## config.mk

```make
export PLATFORM = sky130hd
export DESIGN_NAME = fetch_unit
export DESIGN_NICKNAME = d
export VERILOG_FILES = /design/src/rtl/fetch_unit.sv
export SDC_FILE = /design/constraint.sdc
export NUM_CORES = 1
export LEC_CHECK = 0
export CAP_MARGIN = 15
export CELL_PAD_IN_SITES_DETAIL_PLACEMENT = 1
export CELL_PAD_IN_SITES_GLOBAL_PLACEMENT = 1
export CORE_MARGIN = 2
export CORE_UTILIZATION = 34
export DETAILED_ROUTE_END_ITERATION = 12
export HOLD_SLACK_MARGIN = 0.15
export PLACE_DENSITY_LB_ADDON = 0.1
export SLEW_MARGIN = 20
export SYNTH_ARGS = -nofsm -noshare
export SYNTH_HDL_FRONTEND = slang
export SYNTH_SLANG_ARGS = --single-unit
```

## constraint.sdc

```tcl
create_clock -name clk -period 2.5 [get_ports clk]
set_clock_uncertainty 0.1 [all_clocks]
set_input_delay 0.375 -clock clk [delete_from_list [all_inputs] [get_ports clk]]
set_output_delay 0.375 -clock clk [all_outputs]
set_load 0.05 [all_outputs]
```

## src/rtl/fetch_unit.sv

```systemverilog
// ---------------------------------------------------------------------------
// fetch_unit
//
// Purpose:
//   Instruction fetch stage. It issues one instruction-memory read at a time
//   and buffers the returned word for decode. It also handles PC redirects
//   (taken branches and jumps) and stops fetching after a halting ecall.
//
// Ports:
//   clk            - single clock; all state changes on its rising edge
//   reset          - synchronous, active-high reset
//   imem_req       - read request, held until imem_ready
//   imem_addr      - fetch address, stable while imem_req=1
//   imem_ready     - one-cycle pulse: imem_rdata is valid for the request
//   imem_rdata     - instruction word returned by memory
//   inst_valid     - inst / inst_pc hold an instruction for decode
//   inst_ready     - decode accepts the buffered instruction this cycle
//   inst           - buffered instruction word
//   inst_pc        - address of inst
//   part_of_inst   - inst[6:0], the opcode field for the control unit
//   redirect_valid - request a PC change
//   redirect_pc    - redirect target (the low two bits are ignored)
//   halt           - the instruction being accepted is a halting ecall
//   is_halted      - fetch is stopped until reset
// ---------------------------------------------------------------------------
module fetch_unit #(
  parameter logic [31:0] RESET_PC = 32'h0000_0000
) (
  input  logic        clk,
  input  logic        reset,
  output logic        imem_req,
  output logic [31:0] imem_addr,
  input  logic        imem_ready,
  input  logic [31:0] imem_rdata,
  output logic        inst_valid,
  input  logic        inst_ready,
  output logic [31:0] inst,
  output logic [31:0] inst_pc,
  output logic [6:0]  part_of_inst,
  input  logic        redirect_valid,
  input  logic [31:0] redirect_pc,
  input  logic        halt,
  output logic        is_halted
);

  typedef enum logic [1:0] {
    ST_REQ    = 2'd0,
    ST_HOLD   = 2'd1,
    ST_HALTED = 2'd2
  } state_t;

  state_t      state_reg, state_next;
  // pc_reg is the architectural next-fetch PC. addr_reg is the address of
  // the request currently on the bus. They differ only while a redirect has
  // arrived during an outstanding request (kill_reg=1): the bus address has
  // to stay stable until memory answers.
  logic [31:0] pc_reg, pc_next;
  logic [31:0] addr_reg, addr_next;
  logic        kill_reg, kill_next;
  logic [31:0] inst_reg, inst_next;
  logic [31:0] inst_pc_reg, inst_pc_next;

  logic [31:0] redirect_aligned;
  logic [31:0] pc_plus4;

  assign redirect_aligned = redirect_pc & ~32'h3;
  assign pc_plus4         = pc_reg + 32'd4;  // wraps 32'hFFFF_FFFC -> 0

  always_ff @(posedge clk) begin
    if (reset) begin
      state_reg   <= ST_REQ;
      pc_reg      <= RESET_PC;
      addr_reg    <= RESET_PC;
      kill_reg    <= 1'b0;
      inst_reg    <= 32'd0;
      inst_pc_reg <= 32'd0;
    end else begin
      state_reg   <= state_next;
      pc_reg      <= pc_next;
      addr_reg    <= addr_next;
      kill_reg    <= kill_next;
      inst_reg    <= inst_next;
      inst_pc_reg <= inst_pc_next;
    end
  end

  always_comb begin
    state_next   = state_reg;
    pc_next      = pc_reg;
    addr_next    = addr_reg;
    kill_next    = kill_reg;
    inst_next    = inst_reg;
    inst_pc_next = inst_pc_reg;

    case (state_reg)
      ST_REQ: begin
        if (imem_ready) begin
          if (kill_reg || redirect_valid) begin
            // The response belongs to a stale path. Drop it and request
            // the latest target on the next cycle.
            if (redirect_valid) begin
              pc_next   = redirect_aligned;
              addr_next = redirect_aligned;
            end else begin
              addr_next = pc_reg;
            end
            kill_next = 1'b0;
          end else begin
            inst_next    = imem_rdata;
            inst_pc_next = addr_reg;
            state_next   = ST_HOLD;
          end
        end else if (redirect_valid) begin
          // A later redirect simply overwrites pc_reg, so only the last
          // target is fetched.
          pc_next   = redirect_aligned;
          kill_next = 1'b1;
        end
      end

      ST_HOLD: begin
        // halt applies only to an accepted instruction and beats a
        // simultaneous redirect.
        if (inst_ready && halt) begin
          state_next = ST_HALTED;
        end else if (redirect_valid) begin
          pc_next    = redirect_aligned;
          addr_next  = redirect_aligned;
          state_next = ST_REQ;
        end else if (inst_ready) begin
          pc_next    = pc_plus4;
          addr_next  = pc_plus4;
          state_next = ST_REQ;
        end
      end

      ST_HALTED: begin
        state_next = ST_HALTED;
      end

      default: begin
        state_next = ST_REQ;
      end
    endcase
  end

  // The handshake outputs are gated by reset so that no request or
  // instruction is presented during the reset cycle.
  assign imem_req     = (state_reg == ST_REQ) && !reset;
  assign inst_valid   = (state_reg == ST_HOLD) && !reset;
  assign is_halted    = (state_reg == ST_HALTED);
  assign imem_addr    = addr_reg;
  assign inst         = inst_reg;
  assign inst_pc      = inst_pc_reg;
  assign part_of_inst = inst_reg[6:0];

endmodule

```

# Word-level counts from Yosys, hierarchy flattened

Index checks and enable logic that the tools add are counted.
Widths: inputs -> output; s select.

Bits in registers: 131
Bits in latches: 0
RAM bits: 0
ROM bits: 0
Input port bits: 70
Output and inout port bits: 106
Word-level logic and storage cells: 49
Memories kept: 0

Add/subtract/negate cells: 1
Multiply operators: 0
Divide/modulo/power cells: 0
Order comparisons: 0
Equality and inequality tests: 10
Shifts and indexed selects: 0
Muxes and demuxes: 18
Bitwise logic cells: 1
Reduce and logical (&&, ||, !) cells: 13

Operators by type and width:

| operator              | count |
|---|---|
| $mux 32               | 7 |
| $pmux 32 s2           | 2 |
| $add 32x3->32 const B | 1 |
| $mux 2                | 5 |
| $reduce_and 3->1      | 3 |
| $ne 2x2->1 const B    | 4 |
| $ne 3x3->1 const B    | 2 |
| $pmux 2 s3            | 1 |
| $reduce_and 5->1      | 1 |
| $ne 4x4->1 const B    | 1 |
| $reduce_and 4->1      | 1 |
| $reduce_bool 2->1     | 2 |
| $logic_and 1x1->1     | 3 |
| $mux 1                | 3 |
| $eq 2x1->1 const B    | 1 |
| $eq 2x2->1 const B    | 1 |
| $logic_not 2->1       | 1 |
| $ne 2x1->1 const B    | 1 |
| $logic_not 1->1       | 1 |
| $logic_or 1x1->1      | 1 |
| $not 1->1             | 1 |

# Depth between registers and ports, before layout

Gate-level depths: netlist (run 1).

Depth after elaboration: 5
Gate-level depth with buffers: 8
Depth with buffers taken out: 6

# Least setup slack after synthesis (run 1)

Ideal clock, no wire load.

Path kind: in2out
Start point: in reset
End point: out imem_req
Arrival: 1760 ps
Required time: 2025 ps
Path slack: 265 ps
Cell stages on the path: 3
Buffers on the path: 2
Path through: clkbuf_1 clkbuf_1 nor3_1

Word-level cells in the longest chain between the ends: 2

Ends and longest elaborated chain:

| item               | RTL line | source |
|---|---|---|
| start: declaration | 30       | `input logic reset,` |
| $logic_not 1->1    | 149      | `assign imem_req = (state_reg == ST_REQ) && !reset;` |
| $logic_and 1x1->1  | 149      |  |
| end: declaration   | 31       | `output logic imem_req,` |

No other way between the ends.

# Worst setup path after layout (run 1)

Start point: reg pc_reg[2]
End point: reg addr_reg[26], in the netlist imem_addr[26]

Word-level cells in the longest chain between the ends: 5

Ends and longest elaborated chain:

| item                     | RTL line | source |
|---|---|---|
| start: declaration       | 57       | `logic [31:0] pc_reg, pc_next;` |
| start signal: assignment | 79       | `pc_reg <= pc_next;` |
| $add 32x3->32            | 67       | `assign pc_plus4 = pc_reg + 32'd4;` |
| $mux 32                  | 130      | `end else if (inst_ready) begin` |
| $mux 32                  | 126      | `end else if (redirect_valid) begin` |
| $mux 32                  | 124      | `if (inst_ready && halt) begin` |
| $pmux 32 s2              | 95       | `case (state_reg)` |
| end signal: assignment   | 80       | `addr_reg <= addr_next;` |
| end: declaration         | 58       | `logic [31:0] addr_reg, addr_next;` |

No other way between the ends. The select of a mux whose other input is x is not followed.
A chain may end at the register's enable or synchronous reset.

==> flow_metrics.py, run 1 <==
metrics = {
    "status": {
        "status": "complete, no violations",
    },
    "power": {
        "seq_power_share": 0.385,
        "p_sw_frac": 0.297,
        "intPower_uw": 4230,
        "ir_worst_vdd_uv": 514,
        "leakage_uw": 0.00308,
        "combPwrFrac": 0.182,
        "power_uw": 6020,
        "power.switching_uw": 1790,
        "clockPowerShare": 0.434,
        "power.density_nw_per_um2": 697,
    },
    "die": {
        "fp.dieW_um": 135,
        "chipHeight_um": 135,
        "die_area_um2": 18300,
        "initial_core_util": 0.343,
        "fp-row-count": 48,
        "io_pins": 176,
        "core-area_um2": 17100,
    },
    "clocking": {
        "cts.sinks": 131,
        "cts.repair.resized": 0,
        "htreeDepth": 4,
        "post-cts-setup-buffers": 0,
        "postCtsHoldBufs": 0,
        "path_clk_slew_ns": 0.06,
        "cts_buffers": 17,
        "cts_tree": "built",
        "root_buffer": "clkbuf_16",
        "clk_latency_ns": 0.43,
        "cts_buffer_depth": 2,
    },
    "logic_synthesis": {
        "seq_area_frac_synth": 0.446,
        "synth_warnings": 0,
        "ys_types": 58,
        "synth-seq-cells": 131,
        "synth_edf_count": 0,
        "ys_top_cells_by_area": "dfxtp_1, nand2_1, a21oi_1, clkbuf_1, nand3_1",
        "yosys_most_used_dff": "dfxtp_1",
        "synth.avg_cell_area_um2": 7.70,
        "synth-async-reset-ratio": 0,
        "netlist_instances": 763,
        "synth_top_area_frac": 0.446,
        "yosys.area.top_type": "dfxtp_1",
        "synth_nets": 834,
        "netlist_area_um2": 5880,
    },
    "global_route": {
        "grt_usage": 0.223,
        "grt_pass1_vias": 6048,
        "grt_pass1_wl_um": 32100,
        "grt_max_degree": 88,
        "antenna_found_initial": 1,
        "grt_overflow_total": 0,
    },
    "finish": {
        "syn2layout_area_growth_pct": 47.0,
        "layout-drive-gt1-share": 0.106,
        "fin_area_um2": 8640,
        "nNetsFinal": 1000,
        "instances_no_fill": 1168,
        "n_fill_cell": 2004,
    },
    "critical_path": {
        "start_kind": "register",
        "crit_arrival_ns": 2.61,
        "r2r-start": "pc_reg[2]",
        "startpoint": "pc_reg[2]",
        "crit_type": "reg -> reg",
        "endpoint_kind": "register",
        "crit_fanout": 6,
        "crit_required_ns": 2.71,
    },
    "sta": {
        "min_period_ns": 2.39,
        "fmax_ghz": 0.418,
        "slew_headroom": 0.583,
        "hold_ws_ns": 0.247,
        "drv_slew": 0,
        "worst_pin_slew_ns": 0.625,
        "final.period_utilization": 0.958,
        "hold_viol": 0,
        "setup_viol": 0,
    },
    "flow_run": {
        "drv_cap": 0,
    },
    "route": {
        "drt-initial-drc-count": 245,
        "viasPerCell": 5.18,
        "vias": 6051,
        "drc": 0,
        "wl_um": 20400,
        "ant_nets": 0,
        "wl_per_cell_um": 17.5,
        "drtPass1Iterations": 4,
    },
    "place": {
        "post_dp_cell_area_um2": 8000,
        "dp.cells": 1135,
        "io_buffers": 173,
        "gp_congestion": 0.860,
        "dp.final_hpwl_um": 14600,
    },
    "min_path": {
        "hold_class": "in -> reg",
        "hp-start": "reset",
    },
}
-- power by group through the flow --
stage,clock network (uW),registers [uW],logic (uW)
floorplan,0,2580,395
global route,2760,2330,1170
finish,2610,2310,1090
global placement,0,2350,1070
detailed placement,0,2360,1090
CTS,2660,2310,1100
-- per-stage QoR --
step	util	setup TNS (ns)	setup WS [ns]
finish	0.505	0	0.106
global route	0.505	-0.00154	-0.00154
CTS	0.503	0	0.0289
detailed placement	0.467	0	0.0634
global placement	0.467	0	0.106
floorplan	-	0	0.265
-- kinds of logic after synthesis --
group,Yosys count,share of synthesized area
flops,131,0.446
mux,6,0.0102
buf+inv,80,0.0592
xor+xnor,12,0.0179
compound gates,205,0.208
simple gates,328,0.256
fa+ha+maj,1,0.00213
-- area by class of cell --
type,instances,area (um^2),area share
diodes,1,2.50,0.000290
clock inverters,14,179,0.0207
clock buffers,18,439,0.0508
repair buffers,216,2130,0.247
well taps,225,282,0.0326
flip-flops and latches,131,2620,0.304
inverters,11,41.3,0.00478
multi-input cells,552,2940,0.340
-- critical path: stages (launching register included) --
cell and delay [ns]:
dfxtp_1 0.43, ha_1 0.20, nand3b_1 0.16, or4_4 0.51, o31a_1 0.33, o311ai_2 0.31
buf_4 0.18, o21ai_0 0.06
-- path summary, 6_finish.rpt --
| check | cells past startpoint | slack [ns] | end |
|---|---|---|---|
| hold reg to reg | 2 | 0.35 | inst_pc[31] |
| hold / removal | 2 | 0.25 | state_reg[1] |
| setup reg to reg | 7 | 0.11 | imem_addr[26] |
| setup / recovery | 7 | 0.11 | imem_addr[26] |
-- Yosys cell counts, drive strengths merged, types with 9 or more instances --
cell type / count
xnor2: 9
nand3: 25
nor3: 16
o21ai: 25
nor4: 10
o22ai: 9
a21oi: 108
buf: 20
nand2b: 11
inv: 11
dfxtp: 131
nand2: 206
nor2: 17
clkbuf: 49
-- cell usage in the layout, fill, tap and decap left out, types with 7 or more instances in the layout --
master / Yosys / routed
inv_1: 11 / 11
nand4_1: 7 / 7
nor2_1: 17 / 17
nand3_1: 24 / 22
a31oi_1: 8 / 8
o22ai_1: 9 / 9
clkdlybuf4s50_1: 0 / 168
o21ai_0: 24 / 24
buf_12: 0 / 7
dfxtp_1: 131 / 130
a21oi_1: 108 / 108
nand2b_1: 11 / 11
clkbuf_16: 0 / 17
nand2_1: 206 / 206
xnor2_1: 9 / 9
nor3_1: 16 / 14
nor4_1: 9 / 9
buf_4: 8 / 39
-- routing by layer --
| layer | global-route usage | up-vias | part of all wire |
|---|---|---|---|
| met5 | 0 | - | 0 |
| met4 | 0.0689 | 0 | 0.017 |
| met3 | 0.0434 | 29 | 0.054 |
| met2 | 0.361 | 151 | 0.47 |
| met1 | 0.300 | 2894 | 0.46 |
| li1 | - | 2977 | - |
No activity file was read; power rests on OpenSTA's default activity.
==> run 2, diff against run 1 <==
HOLD_SLACK_MARGIN = unset   (was 0.15)
==> results of run 2 <==
No change in the layout: final DEF, timing and power equal those of run 1.
==> run 3, diff against run 2 <==
CORE_MARGIN = unset   (was 2)
SKIP_CTS_REPAIR_TIMING = 1   (was unset)
==> run 3 against run 2 <==
Effect of this change:
- sequential power is essentially flat
- non-clock buffer count shrank 3
- worst setup slack lost 0.026 ns
- power grew 0.96%
- fmax shrank 1.1%
- global-route usage grew 0.88 points
- clock-buffer cell count is the same
- critical path depth is the same
- largest cell class unchanged
- largest power group unchanged
- highest routed layer unchanged
==> flow_metrics.py, run 3 (synthesized netlist as in run 1, its figures left out) <==
metrics = {
    "sta": {
        "drv_slew": 0,
        "hold_viol": 0,
        "min_period_ns": 2.42,
        "slew_headroom": 0.470,
        "rsz0062_at_grt": "false",
        "setup_viol": 0,
        "worst_pin_slew_ns": 0.796,
        "final.period_utilization": 0.968,
        "fmax_ghz": 0.413,
    },
    "die": {
        "core-area_um2": 16700,
        "io_pins": 176,
        "die_area_um2": 17800,
        "fp-row-count": 47,
        "initial_core_util": 0.352,
        "chipHeight_um": 133,
        "fp.dieW_um": 133,
    },
    "clocking": {
        "cts.sinks": 131,
        "cts_buffer_depth": 2,
        "root_buffer": "clkbuf_16",
        "htreeDepth": 4,
        "clk_latency_ns": 0.42,
        "cts_buffers": 17,
        "cts_tree": "built",
        "path_clk_slew_ns": 0.06,
    },
    "route": {
        "vias": 6070,
        "drtPass1Iterations": 4,
        "drc": 0,
        "wl_um": 20300,
        "ant_nets": 0,
        "viasPerCell": 5.24,
        "drt-initial-drc-count": 288,
        "wl_per_cell_um": 17.5,
    },
    "critical_path": {
        "cp_slowest_stage_delay_ns": 0.60,
        "endpoint_kind": "register",
        "crit_fanout": 6,
        "path_cells": "ha_1, nand3b_1, or4_4, buf_4, or4_1, nand3_1, a31o_1",
        "reg2regPathDepth": 7,
        "slowest_stage": "or4_4",
        "r2r-start": "pc_reg[2]",
        "start_kind": "register",
        "crit_type": "reg -> reg",
        "cp_top_family": "simple AND/OR/NAND/NOR gates",
        "crit_arrival_ns": 2.68,
        "critPathBufInv": 1,
        "startpoint": "pc_reg[2]",
        "critical_path_depth": 7,
        "crit_required_ns": 2.76,
    },
    "finish": {
        "layout_common_cells": "nand2_1, clkdlybuf4s50_1, dfxtp_1",
        "antenna_cells": 0,
        "ff_latch_area_um2": 2630,
        "layout-drive-gt1-share": 0.103,
        "syn2layout_area_growth_pct": 46.4,
        "multi_input_area_um2": 2940,
        "mostFrequentLayoutCell": "nand2_1",
        "nNetsFinal": 997,
        "n_fill_cell": 2021,
        "final_util": 0.515,
        "fin_area_um2": 8600,
    },
    "power": {
        "power.density_nw_per_um2": 706,
        "leakage_uw": 0.00307,
        "ir_worst_vdd_uv": 418,
    },
    "global_route": {
        "antenna_found_initial": 0,
        "grt_max_degree": 71,
        "grt_pass1_vias": 6222,
        "grt_pass1_wl_um": 32300,
        "grt_usage": 0.231,
        "grt_overflow_total": 0,
    },
    "min_path": {
        "hold_class": "in -> reg",
        "hold_depth": 2,
        "hp-start": "reset",
    },
    "flow_run": {
        "drv_cap": 0,
    },
    "place": {
        "dp.final_hpwl_um": 14700,
        "post_dp_cell_area_um2": 7930,
        "io_buffers": 173,
        "gp_congestion": 0.838,
    },
    "status": {
        "status": "complete, no violations",
    },
}
run 3: cell count changes in the layout (fill, tap and decap cells not counted), sizes merged:
| cell | previous run | this run |
|---|---|---|
| buf | 47 | 44 |
| bufinv | 3 | 4 |
| clkinvlp | 3 | 2 |
| diode | 1 | 0 |
run 3: cell type report:
type	instances	area share
sequential	131	0.305
timing repair buffer	213	0.242
multi-input combinational	552	0.342
tap	220	0.0320
clock buffer	18	0.0499
clock inverter	14	0.0234
inverter	11	0.00480
run 3: power breakdown:
group,internal (uW),total (uW),switching [uW]
sequential,2200,2320,113
combinational,410,1080,673
clock,1680,2670,993
total,4300,6080,1780
run 3: worst paths after layout:
check,to,slack [ns]
worst min-delay path,imem_addr[1],0.25
worst max-delay path,pc_reg[24],0.08
worst max register to register,pc_reg[24],0.08
worst min register to register,inst_pc[13],0.35
run 3: metal layers:
metal,vias up,global-route usage,wire length [um]
met5,-,0,0
met4,0,0.0720,264
met3,20,0.0464,907
met2,149,0.385,9680
met1,2932,0.301,9440
li1,2969,-,-
run 3: per-stage QoR:
stage | setup TNS, ns | std cells | power, uW | hold WS (ns) | setup WS [ns]
CTS | -0.0939 | 1157 | 6130 | 0.237 | -0.0939
finish | 0 | 1159 | 6080 | 0.250 | 0.0803
global placement | 0 | 1125 | 3400 | 0.341 | 0.0967
global route | 0 | 1159 | 6310 | 0.258 | 0.000125
floorplan | 0 | 763 | 2970 | 0.329 | 0.265
detailed placement | 0 | 1125 | 3440 | 0.346 | 0.00176
